### config.mk
export PLATFORM = sky130hd
export DESIGN_NAME = mem_access_unit
export DESIGN_NICKNAME = d
export VERILOG_FILES = /design/src/rtl/mem_access_unit.sv
export SDC_FILE = /design/constraint.sdc
export NUM_CORES = 1
export LEC_CHECK = 0
export ABC_CLOCK_PERIOD_IN_PS = 5950
export BUFFER_PORTS_ARGS = -buffer_cell sky130_fd_sc_hd__clkbuf_2
export CAP_MARGIN = 0
export CELL_PAD_IN_SITES_DETAIL_PLACEMENT = 1
export CELL_PAD_IN_SITES_GLOBAL_PLACEMENT = 2
export CORE_MARGIN = 5
export CORE_UTILIZATION = 23
export CTS_BUF_LIST = sky130_fd_sc_hd__clkbuf_4
export DETAILED_ROUTE_END_ITERATION = 6
export PLACE_DENSITY = 0.94
export SETUP_SLACK_MARGIN = 0.02
export SLEW_MARGIN = 10
export SYNTH_ARGS = -nofsm -noshare
export SYNTH_HDL_FRONTEND = slang
export SYNTH_SLANG_ARGS = --single-unit
### constraint.sdc
create_clock -name clk -period 5.95 [get_ports clk]
set_input_delay 1.19 -clock clk [delete_from_list [all_inputs] [get_ports clk]]
set_output_delay 1.19 -clock clk [all_outputs]
set_load 0.05 [all_outputs]
### src/rtl/mem_access_unit.sv
// mem_access_unit: RV32I load/store front end for a 1024x32 byte-write-enable RAM.
// Define MISALIGN_TRAP_EN to reject misaligned H/W accesses with resp_err.
module mem_access_unit #(
    parameter int ADDR_W = 10
) (
    input  logic              clk,
    input  logic              rst,
    input  logic              req_valid,
    output logic              req_ready,
    input  logic              req_we,
    input  logic [2:0]        req_funct3,
    input  logic [31:0]       req_addr,
    input  logic [31:0]       req_wdata,
    output logic              resp_valid,
    output logic [31:0]       resp_rdata,
    output logic              resp_err,
    output logic              ram_en,
    output logic [3:0]        ram_we,
    output logic [ADDR_W-1:0] ram_addr,
    output logic [31:0]       ram_di,
    input  logic [31:0]       ram_dout
);

    typedef enum logic [1:0] {
        IDLE,
        LOAD_WAIT,
        RESP
    } state_t;

    state_t      state, state_n;
    logic [2:0]  f3_q;
    logic [1:0]  off_q;
    logic        accept;
    logic        is_b, is_h, is_w;
    logic        enc_ok, misal, ok;
    logic [1:0]  off;
    logic [31:0] shifted;
    logic [31:0] ld_data;
    logic        unused_addr;

    assign unused_addr = ^req_addr[31:ADDR_W+2];
    assign req_ready   = (state == IDLE) && !rst;
    assign accept      = req_valid && req_ready;
    assign resp_valid  = (state == RESP);
    assign ram_addr    = req_addr[ADDR_W+1:2];

    always_comb begin
        is_b  = (req_funct3[1:0] == 2'b00);
        is_h  = (req_funct3[1:0] == 2'b01);
        is_w  = (req_funct3 == 3'b010);
        if (req_we)
            enc_ok = !req_funct3[2] && (req_funct3[1:0] != 2'b11);
        else
            enc_ok = (req_funct3[1:0] != 2'b11) && (req_funct3 != 3'b110);
        misal = (is_h && req_addr[0]) || (is_w && (req_addr[1:0] != 2'b00));
`ifdef MISALIGN_TRAP_EN
        ok = enc_ok && !misal;
`else
        ok = enc_ok;
`endif
        // Without the trap, misaligned H/W silently align down.
        off = req_addr[1:0];
        if (is_h)
            off = {req_addr[1], 1'b0};
        else if (is_w)
            off = 2'b00;
    end

    always_comb begin
        ram_en = accept && ok;
        ram_we = 4'b0000;
        ram_di = req_wdata;
        if (ram_en && req_we) begin
            unique case (1'b1)
                is_b: begin
                    ram_we = 4'b0001 << off;
                    ram_di = {4{req_wdata[7:0]}};
                end
                is_h: begin
                    ram_we = 4'b0011 << off;
                    ram_di = {2{req_wdata[15:0]}};
                end
                default: begin
                    ram_we = 4'b1111;
                    ram_di = req_wdata;
                end
            endcase
        end
    end

    always_comb begin
        shifted = ram_dout >> {off_q, 3'b000};
        case (f3_q)
            3'b000:  ld_data = {{24{shifted[7]}}, shifted[7:0]};
            3'b100:  ld_data = {24'h0, shifted[7:0]};
            3'b001:  ld_data = {{16{shifted[15]}}, shifted[15:0]};
            3'b101:  ld_data = {16'h0, shifted[15:0]};
            default: ld_data = shifted;
        endcase
    end

    always_comb begin
        state_n = state;
        case (state)
            IDLE: begin
                if (accept)
                    state_n = (ok && !req_we) ? LOAD_WAIT : RESP;
            end
            LOAD_WAIT: state_n = RESP;
            RESP:      state_n = IDLE;
            default:   state_n = IDLE;
        endcase
    end

    // Response fields change only when entering RESP so they hold otherwise.
    always_ff @(posedge clk) begin
        if (rst) begin
            state      <= IDLE;
            f3_q       <= 3'b000;
            off_q      <= 2'b00;
            resp_rdata <= 32'h0;
            resp_err   <= 1'b0;
        end else begin
            state <= state_n;
            if (accept) begin
                f3_q  <= req_funct3;
                off_q <= off;
                if (!ok || req_we) begin
                    resp_rdata <= 32'h0;
                    resp_err   <= !ok;
                end
            end
            if (state == LOAD_WAIT) begin
                resp_rdata <= ld_data;
                resp_err   <= 1'b0;
            end
        end
    end

endmodule

# After elaboration in Yosys (flattened, before gate mapping)
# Cells that the tools add are included.
[word_totals]
register_bits = 40
latch_bits = 0
mem_bits_rw = 0
romBits = 0
in_bits = 103
output_inout_bits = 82
wordCells = 52
memories = 0
[op_classes]
add_sub_neg = 0
n_mul = 0
div_mod_pow = 0
magnitude_cmp = 0
n_eq_ne = 10
shifts = 3
muxes = 14
n_bitwise = 0
n_reduce_logical = 20
[op_table]
columns = ["operator", "count"]
rows = [
  ["2-to-1 mux 32 bit", 4],
  ["case mux 32 bit (4 select lines)", 1],
  ["case mux 32 bit (2 select lines)", 1],
  [">> shifter 32 x 5 -> 32 bit", 1],
  ["2-to-1 mux 2 bit", 4],
  ["case mux 4 bit (2 select lines)", 1],
  ["logical AND 1 bit", 7],
  ["equality test 3 bit (second input constant)", 2],
  ["equality test 2 x 1 -> 1 bit (second input constant)", 2],
  ["zero test 1 bit", 4],
  ["zero test 2 bit", 2],
  ["2-to-1 mux 4 bit", 1],
  ["inequality test 2 bit (second input constant)", 2],
  ["case mux 2 bit (2 select lines)", 1],
  ["AND reduction 2 bit", 2],
  ["nonzero test 2 bit", 2],
  ["left shift 1 x 2 -> 4 bit (first input constant)", 1],
  ["left shift 2 x 2 -> 4 bit (first input constant)", 1],
  ["equality test 3 x 1 -> 1 bit (second input constant)", 1],
  ["equality test 3 x 2 -> 1 bit (second input constant)", 1],
  ["zero test 3 bit", 1],
  ["inequality test 3 bit (second input constant)", 1],
  ["equality test 2 bit (second input constant)", 1],
  ["OR reduction 2 bit", 1],
  ["2 further kinds", 2],
]

# Logic depth before layout (Yosys ltp)
# Gate-level depths: netlist (run 1).
[depth]
depth_word = 8
depth_mapped = 7
depth_no_buf = 4

# Worst setup path before layout (run 1)
# OpenSTA, ideal clock, no wires.
[synth_path]
path_kind = "input port to output port"
startpoint = "in rst"
endpoint = "out ram_we[0]"
arrival_time_ns = 3.767
required_time_ns = 4.760
slack_ns = 0.993
stages = 6
n_path_buf = 2
cell_sequence = "buf_2 -> nor3_1 -> and2_1 -> buf_2 -> nand3_1 -> a21oi_1"
[synth_via]
elab_chain_cells = 6
[synth_rtl]
columns = ["item", "line_no", "rtl"]
rows = [
  ["start, declared", "7", "input logic rst,"],
  ["zero test 1 bit", "42", "assign req_ready = (state == IDLE) && !rst;"],
  ["logical AND 1 bit", "42", ""],
  ["net req_ready", "9", "output logic req_ready,"],
  ["logical AND 1 bit", "43", "assign accept = req_valid && req_ready;"],
  ["logical AND 1 bit", "70", "ram_en = accept && ok;"],
  ["logical AND 1 bit", "73", "if (ram_en && req_we) begin"],
  ["2-to-1 mux 4 bit", "73", ""],
  ["end, declared", "18", "output logic [3:0] ram_we,"],
]
# The timed path passes the listed nets, and every way through them passes these cells.

# Worst setup path after layout (run 1)
[layout_path]
startpoint = "in rst"
endpoint = "out ram_di[20]"
[layout_via]
elab_chain_cells = 6
[layout_rtl]
columns = ["item", "line_no", "rtl"]
rows = [
  ["zero test 1 bit", "42", ""],
  ["logical AND 1 bit", "42", ""],
  ["logical AND 1 bit", "43", ""],
  ["logical AND 1 bit", "70", ""],
  ["logical AND 1 bit", "73", ""],
  ["2-to-1 mux 32 bit", "73", ""],
  ["end, declared", "20", "output logic [31:0] ram_di,"],
]
# Every way passes these cells.

==> results of run 1 <==
-- sequential cells by signal (all words and copies together) (netlist names) --
| signal | flops |
|---|---|
| off_q | 2 |
| resp_err | 1 |
| f3_q | 3 |
| state | 2 |
| resp_rdata | 32 |
-- worst max-delay path by stage --
| stage | depth (start not counted) | start | slack (ps) | end |
|---|---|---|---|---|
| 6_report | 6 | rst | 1510 | ram_di[20] |
| 5_1_grt | 6 | rst | 1380 | ram_di[20] |
| 4_1_cts | 6 | rst | 1470 | ram_di[20] |
| 3_5_place_dp | 6 | rst | 1480 | ram_di[20] |
| 3_3_place_gp | 6 | rst | 1530 | ram_di[18] |
| 2_1_floorplan | 6 | rst | 990 | ram_we[0] |
-- cells in the mapped netlist, drive strengths merged --
| library cell | number | area [sq um] |
|---|---|---|
| dfxtp | 40 | 801 |
| nand2 | 33 | 124 |
| buf | 28 | 191 |
| a22o | 25 | 219 |
| mux2i | 24 | 240 |
| a21oi | 23 | 115 |
| mux2 | 17 | 191 |
| o21ai | 17 | 85.1 |
| nor2 | 16 | 60.1 |
| clkbuf | 13 | 48.8 |
| nor2b | 8 | 50.1 |
| a211o | 7 | 61.3 |
| a2bb2oi | 7 | 61.3 |
| a32o | 7 | 70.1 |
| inv | 4 | 15.0 |
| nand3 | 4 | 20.0 |
| nor3 | 3 | 15.0 |
| nor3b | 2 | 15.0 |
| o21bai | 2 | 15.0 |
| a21o | 1 | 7.51 |
| and2 | 1 | 6.26 |
| and4b | 1 | 10.0 |
| mux4 | 1 | 22.5 |
| nand2b | 1 | 6.26 |
| nand3b | 1 | 7.51 |
| nand4 | 1 | 6.26 |
| nor4b | 1 | 23.8 |
| o2111ai | 1 | 8.76 |
| o211ai | 1 | 12.5 |
| o21a | 1 | 7.51 |
| or3b | 1 | 8.76 |
| or4 | 1 | 7.51 |
| or4b | 1 | 10.0 |
| xnor2 | 1 | 8.76 |
-- worst reg2reg max path, cell delays in order (launching register included) --
cell	delay (ps)
dfxtp_1	440
nor3b_2	960
nand3_1	210
o211ai_2	330
a22o_1	230
-- metrics by stage --
step / setup WS, ps / utilization (%) / hold slack [ps] / total power [mW] / cell area [sq um]
final: 1510 / 30.4 / 487 / 0.632 / 3300
after global routing: 1380 / 30.4 / 513 / 0.668 / 3300
after CTS: 1470 / 30.4 / 491 / 0.640 / 3300
after detailed placement: 1480 / 30.0 / 463 / 0.505 / 3250
after global placement: 1530 / 30.0 / 455 / 0.500 / 3250
after floorplan: 993 / - / 457 / 0.456 / 2550
-- kinds of logic after synthesis --
group | share of synthesized area [%]
flops | 31.4
buf+inv | 10.0
simple gates | 14.5
compound gates | 26.0
xor+xnor | 0.343
mux | 17.8
-- layer usage --
layer,vias to the layer above,share of wire (%),GRT usage (%)
li1,1295,-,-
met1,1238,40,15.4
met2,121,50,24.8
met3,13,8.5,3.89
met4,0,1.6,3.52
met5,-,0,0
-- power groups by stage --
stage,Clock (mW),Combinational (mW),Sequential (mW)
floorplan,0,0.150,0.306
global placement,0,0.211,0.288
detailed placement,0,0.216,0.289
CTS,0.141,0.216,0.283
global route,0.152,0.232,0.284
finish,0.135,0.213,0.283
-- cell type report --
cell class | instances | share of cell area, %
well taps | 140 | 5.31
inverters | 4 | 0.455
multi-input cells | 210 | 45.7
clock buffers | 6 | 1.37
flip-flops and latches | 40 | 24.3
repair buffers | 148 | 22.8
clock inverters | 1 | 0.152
==> out/results.tsv, run 1 <==
stage	metric	value	unit
power_and_ir_drop	Sw Share	38.1	%
worst_setup_path	startpoint types	input port	
worst_setup_path	Critical Path Sink Type	output pin	
power_and_ir_drop	Clk pwr share	21.5	%
power_and_ir_drop	Sequential Power Share	44.7	%
die	core area	0.0108	sq mm
clock_tree	CTS Sinks	40	
layout	Fillers	1370	
route	WL final	8.92	mm
worst_setup_path	r2r setup slk	3740	ps
global_routing	GRT Total Usage	13.6	%
clock_tree	H-tree levels	2	
worst_setup_path	crit-path max cell delay	680	ps
sta	final hold violation count	0	
clock_tree	clock tree buffer depth	2	
layout	FF/Latch Area	801	sq um
placed_design	IO buf count	144	
global_routing	largest net degree at the start of global routing	39	
clock_tree	clock-pin slew on the worst setup and hold paths	110	ps
clock_tree	# hold bufs at CTS	0	
synthesis	Yosys warnings	0	
power_and_ir_drop	Switch Pwr	240	uW
layout	layout cells sized above 1	42.5	%
clock_tree	CTS tree	done	
worst_setup_path	reg2reg path depth	4	
synthesis	Netlist cell types	38	
sta	final count of negative-setup-slack endpoints	0	
sta	Tmin final	4440	ps
synthesis	Syn Nets	398	
route	Vias	2667	
placed_design	Final HPWL DP	7.29	mm
placed_design	GP Congestion	0.785	
layout	# diodes	0	
clock_tree	post-CTS setup buffer count	0	
synthesis	Mean Syn Cell Area	8.65	sq um
die	Die X	115	um
worst_hold_path	Hold Path Sink	resp_rdata[2]	
layout	P&R area growth vs syn	29.2	%
worst_setup_path	data required time at the worst endpoint	4760	ps
synthesis	synthesized cell area	0.00255	sq mm
worst_hold_path	Worst Hold Class	flip-flop to flip-flop	
route	vias per cell	4.86	
sta	Final Max Slew Viols	0	
run_status	outcome	finished, final reports clean	
global_routing	number of global-route vias before repair	2901	
worst_hold_path	Hold Crit Depth	1	
worst_setup_path	cell family with most CP delay	simple AND/OR/NAND/NOR gates	
clock_tree	Inserted Clock Buffers	5	
global_routing	total gr overflow	0	
worst_setup_path	WP buf/inv	3	
layout	fin nets	512	
sta	max_slew headroom	22.4	%
clock_tree	CTS resizes	0	
worst_setup_path	crit-path cells	clkbuf_2, or4b_1, nor4b_4, buf_4, mux2_1, clkbuf_2	
power_and_ir_drop	internal power	391	uW
sta	Worst Max-Slew Pin Slew	1160	ps
worst_hold_path	Hold Crit Start	resp_rdata[2]	
worst_setup_path	critical path fanouts, max	24	
sta	unrepaired setup endpoints after global routing	no	
route	drt initial violations	109	
worst_setup_path	crit-path most repeated cell	clkbuf_2	
worst_setup_path	reg2reg end	resp_rdata[18]	
die	die area	0.0133	sq mm
power_and_ir_drop	Pleak	1.54	nW
sta	final setup skew	5.30	ps
placed_design	placed cell count	542	
sta	setup TNS	0	ps
worst_setup_path	Crit Path Class	input port to output pin	
layout	final non-filler cell total	549	
power_and_ir_drop	peak supply drop	0.0697	mV
clock_tree	clock latency on the worst-skew pair	340	ps
route	1st-pass router iterations	6	
die	I/O pins	185	
route	drt drc	0	
route	Final ANT Viol Nets	0	
global_routing	first-pass GRT wire length	14.4	mm
job	MaxCap Viol Count	0	
global_routing	initial antenna violation count	0	
die	row cnt	38	
layout	commonest non-fill, non-tap cell in the layout	clkbuf_2	
worst_setup_path	Critical-path top delay cell	or4b_1	
die	DIE HEIGHT	115	um
layout	most frequent cells in the layout	clkbuf_2, dfxtp_1, nand2_1	
synthesis	synthesized netlist cell count	295	
synthesis	post-synthesis sequential area ratio	31.4	%
power_and_ir_drop	combinational power share	33.8	%
clock_tree	clk root buf	clkbuf_4	
worst_setup_path	RR Startpoint	state[0]	
worst_setup_path	CP arrival	3250	ps
sta	Tcrit/Tclk final	74.7	%
layout	multi-input logic area	0.00151	sq mm
route	wire length per cell	16.3	um
sta	Fmax	225	MHz
power_and_ir_drop	power per cell area	192	mW/mm^2
die	starting density of the core	23.5	%
synthesis	synthesized flop and latch total	40	
Power figures use the tool's default switching activity.
==> inputs of run 2 (changes only) <==
--- a/config.mk
+++ b/config.mk
@@ -5,16 +5,16 @@
 export SDC_FILE = /design/constraint.sdc
 export NUM_CORES = 1
 export LEC_CHECK = 0
-export ABC_CLOCK_PERIOD_IN_PS = 5950
+export ABC_CLOCK_PERIOD_IN_PS = 4040
 export BUFFER_PORTS_ARGS = -buffer_cell sky130_fd_sc_hd__clkbuf_2
 export CAP_MARGIN = 0
 export CELL_PAD_IN_SITES_DETAIL_PLACEMENT = 1
 export CELL_PAD_IN_SITES_GLOBAL_PLACEMENT = 2
 export CORE_MARGIN = 5
-export CORE_UTILIZATION = 23
+export CORE_UTILIZATION = 19
 export CTS_BUF_LIST = sky130_fd_sc_hd__clkbuf_4
 export DETAILED_ROUTE_END_ITERATION = 6
-export PLACE_DENSITY = 0.94
+export PLACE_DENSITY = 0.84
 export SETUP_SLACK_MARGIN = 0.02
 export SLEW_MARGIN = 10
 export SYNTH_ARGS = -nofsm -noshare
==> constraint.sdc (replaced) <==
create_clock -name clk -period 4.04 [get_ports clk]
set_input_delay 0.808 -clock clk [delete_from_list [all_inputs] [get_ports clk]]
set_output_delay 0.808 -clock clk [all_outputs]
set_load 0.05 [all_outputs]
==> out/results.tsv, run 2 (synthesis gave the netlist of run 1 again) <==
stage	metric	value	unit
die	core area	0.0132	sq mm
global_routing	grt met3 use	3.81	%
worst_setup_path	WP buf/inv	3	
layout	# diodes	0	
global_routing	GRT busiest layer	met2	
clock_tree	CTS tree	done	
sta	setup TNS	0	ps
worst_hold_path	Hold Crit Start	resp_rdata[22]	
layout	commonest non-fill, non-tap cell in the layout	clkbuf_2	
placed_design	worst slack, placed	338	ps
route	wire length per cell	16.4	um
clock_tree	post-CTS setup buffer count	0	
die	DIE HEIGHT	126	um
die	I/O pins	185	
worst_setup_path	cell family with most CP delay	simple AND/OR/NAND/NOR gates	
worst_setup_path	crit-path max cell delay	700	ps
clock_tree	clk root buf	clkbuf_4	
placed_design	Final HPWL DP	7.84	mm
worst_hold_path	Worst Hold Class	flip-flop to flip-flop	
route	1st-pass router iterations	4	
job	MaxCap Viol Count	0	
worst_hold_path	Hold Path Sink	resp_rdata[22]	
worst_setup_path	CP arrival	2890	ps
layout	most frequent cells in the layout	clkbuf_2, dfxtp_1, nand2_1	
run_status	outcome	finished, final reports clean	
worst_setup_path	crit-path most repeated cell	clkbuf_2	
sta	max_slew headroom	48.7	%
sta	Tcrit/Tclk final	91.5	%
worst_setup_path	Crit Path Class	input port to output pin	
route	Vias	2686	
layout	Top Registers	resp_rdata: 32 flops, f3_q: 3 flops	
placed_design	GP Congestion	0.845	
global_routing	number of global-route vias before repair	2884	
clock_tree	clock latency on the worst-skew pair	350	ps
sta	final count of negative-setup-slack endpoints	0	
global_routing	GRT Total Usage	11.8	%
layout	layout cells sized above 1	42.9	%
sta	Final Max Slew Viols	0	
worst_setup_path	Critical-path top delay cell	or4b_1	
sta	Fmax	271	MHz
route	Final ANT Viol Nets	0	
global_routing	initial antenna violation count	0	
global_routing	first-pass GRT wire length	15.3	mm
global_routing	largest net degree at the start of global routing	33	
die	die area	0.0159	sq mm
global_routing	routing usage on met2	21.5	%
clock_tree	Inserted Clock Buffers	5	
worst_setup_path	reg2reg end	resp_rdata[12]	
worst_setup_path	critical path fanouts, max	24	
global_routing	total gr overflow	0	
worst_setup_path	data required time at the worst endpoint	3230	ps
worst_hold_path	Hold Crit Depth	1	
layout	fin util	25.4	%
sta	unrepaired setup endpoints after global routing	no	
clock_tree	# hold bufs at CTS	0	
placed_design	IO buf count	144	
sta	Worst Max-Slew Pin Slew	767	ps
clock_tree	H-tree levels	2	
layout	P&R area growth vs syn	31.4	%
route	vias per cell	4.58	
power_and_ir_drop	Pleak	1.54	nW
worst_setup_path	Critical Path Sink Type	output pin	
clock_tree	CTS resizes	0	
die	starting density of the core	19.4	%
clock_tree	clock-pin slew on the worst setup and hold paths	120	ps
sta	final hold violation count	0	
global_routing	M1 GR Usage	13.5	%
power_and_ir_drop	power per cell area	280	mW/mm^2
worst_setup_path	RR Startpoint	off_q[0]	
route	drt drc	0	
worst_setup_path	crit-path cells	clkbuf_2, or4b_1, nor4b_4, buf_4, mux2_2, clkbuf_2	
die	Die X	126	um
sta	final setup skew	5.62	ps
worst_setup_path	reg2reg path depth	5	
sta	Tmin final	3700	ps
clock_tree	clock tree buffer depth	2	
route	WL final	9.61	mm
layout	max reg flops	32	
worst_setup_path	startpoint types	input port	
die	row cnt	42	
layout	Largest Register	resp_rdata	
route	drt initial violations	78	
sta	fin worst setup slack	343	ps
layout	Fillers	1598	
layout	fin nets	513	
worst_setup_path	r2r setup slk	1820	ps
clock_tree	CTS Sinks	40	
power_and_ir_drop	peak supply drop	0.0843	mV
-- run 2: layout make-up --
cell class                      instances  area, sq um  share of cell area, %
Clock buffer                            5         37.5                   1.12
Clock inverter                          2         12.5                  0.373
Inverter                                4         15.0                  0.448
Multi-Input combinational cell        210         1510                   45.0
Sequential cell                        40          801                   23.9
Tap cell                              176          220                   6.56
Timing Repair Buffer                  149          758                   22.6
-- run 2: power breakdown --
group | internal [mW] | leakage, nW | total, mW | switching, mW
sequential | 0.406 | 0.324 | 0.421 | 0.0147
combinational | 0.0994 | 1.19 | 0.312 | 0.213
clock | 0.0636 | 0.0271 | 0.207 | 0.143
total | 0.569 | 1.54 | 0.939 | 0.370
-- run 2: per-layer routing --
metal	share of wire [%]	up-vias
met5	0	-
met4	1.4	0
met3	8.0	15
met2	49	127
met1	41	1245
li1	-	1299
-- run 2: worst reg2reg max path, cell delays in order (launching register included) --
cell and delay [ps]:
dfxtp_1 760, buf_4 400, nor2b_1 510, a2bb2oi_1 150
o21ai_0 200, a22o_1 150
-- run 2: worst max path at each step --
stage | from | end | cells after the start
after floorplan | rst | ram_we[0] | 6
after global placement | rst | ram_di[18] | 6
after detailed placement | rst | ram_di[19] | 6
after CTS | rst | ram_di[19] | 6
after global routing | rst | ram_di[19] | 6
final | rst | ram_di[19] | 6
-- run 2: stage by stage --
step	power (mW)	hold slack, ps	std cells	instance area, sq um
after detailed placement	0.746	468	579	3300
after CTS	0.952	499	586	3350
after global routing	0.987	511	586	3350
final	0.939	495	586	3350
after global placement	0.740	452	579	3300
after floorplan	0.672	457	295	2560
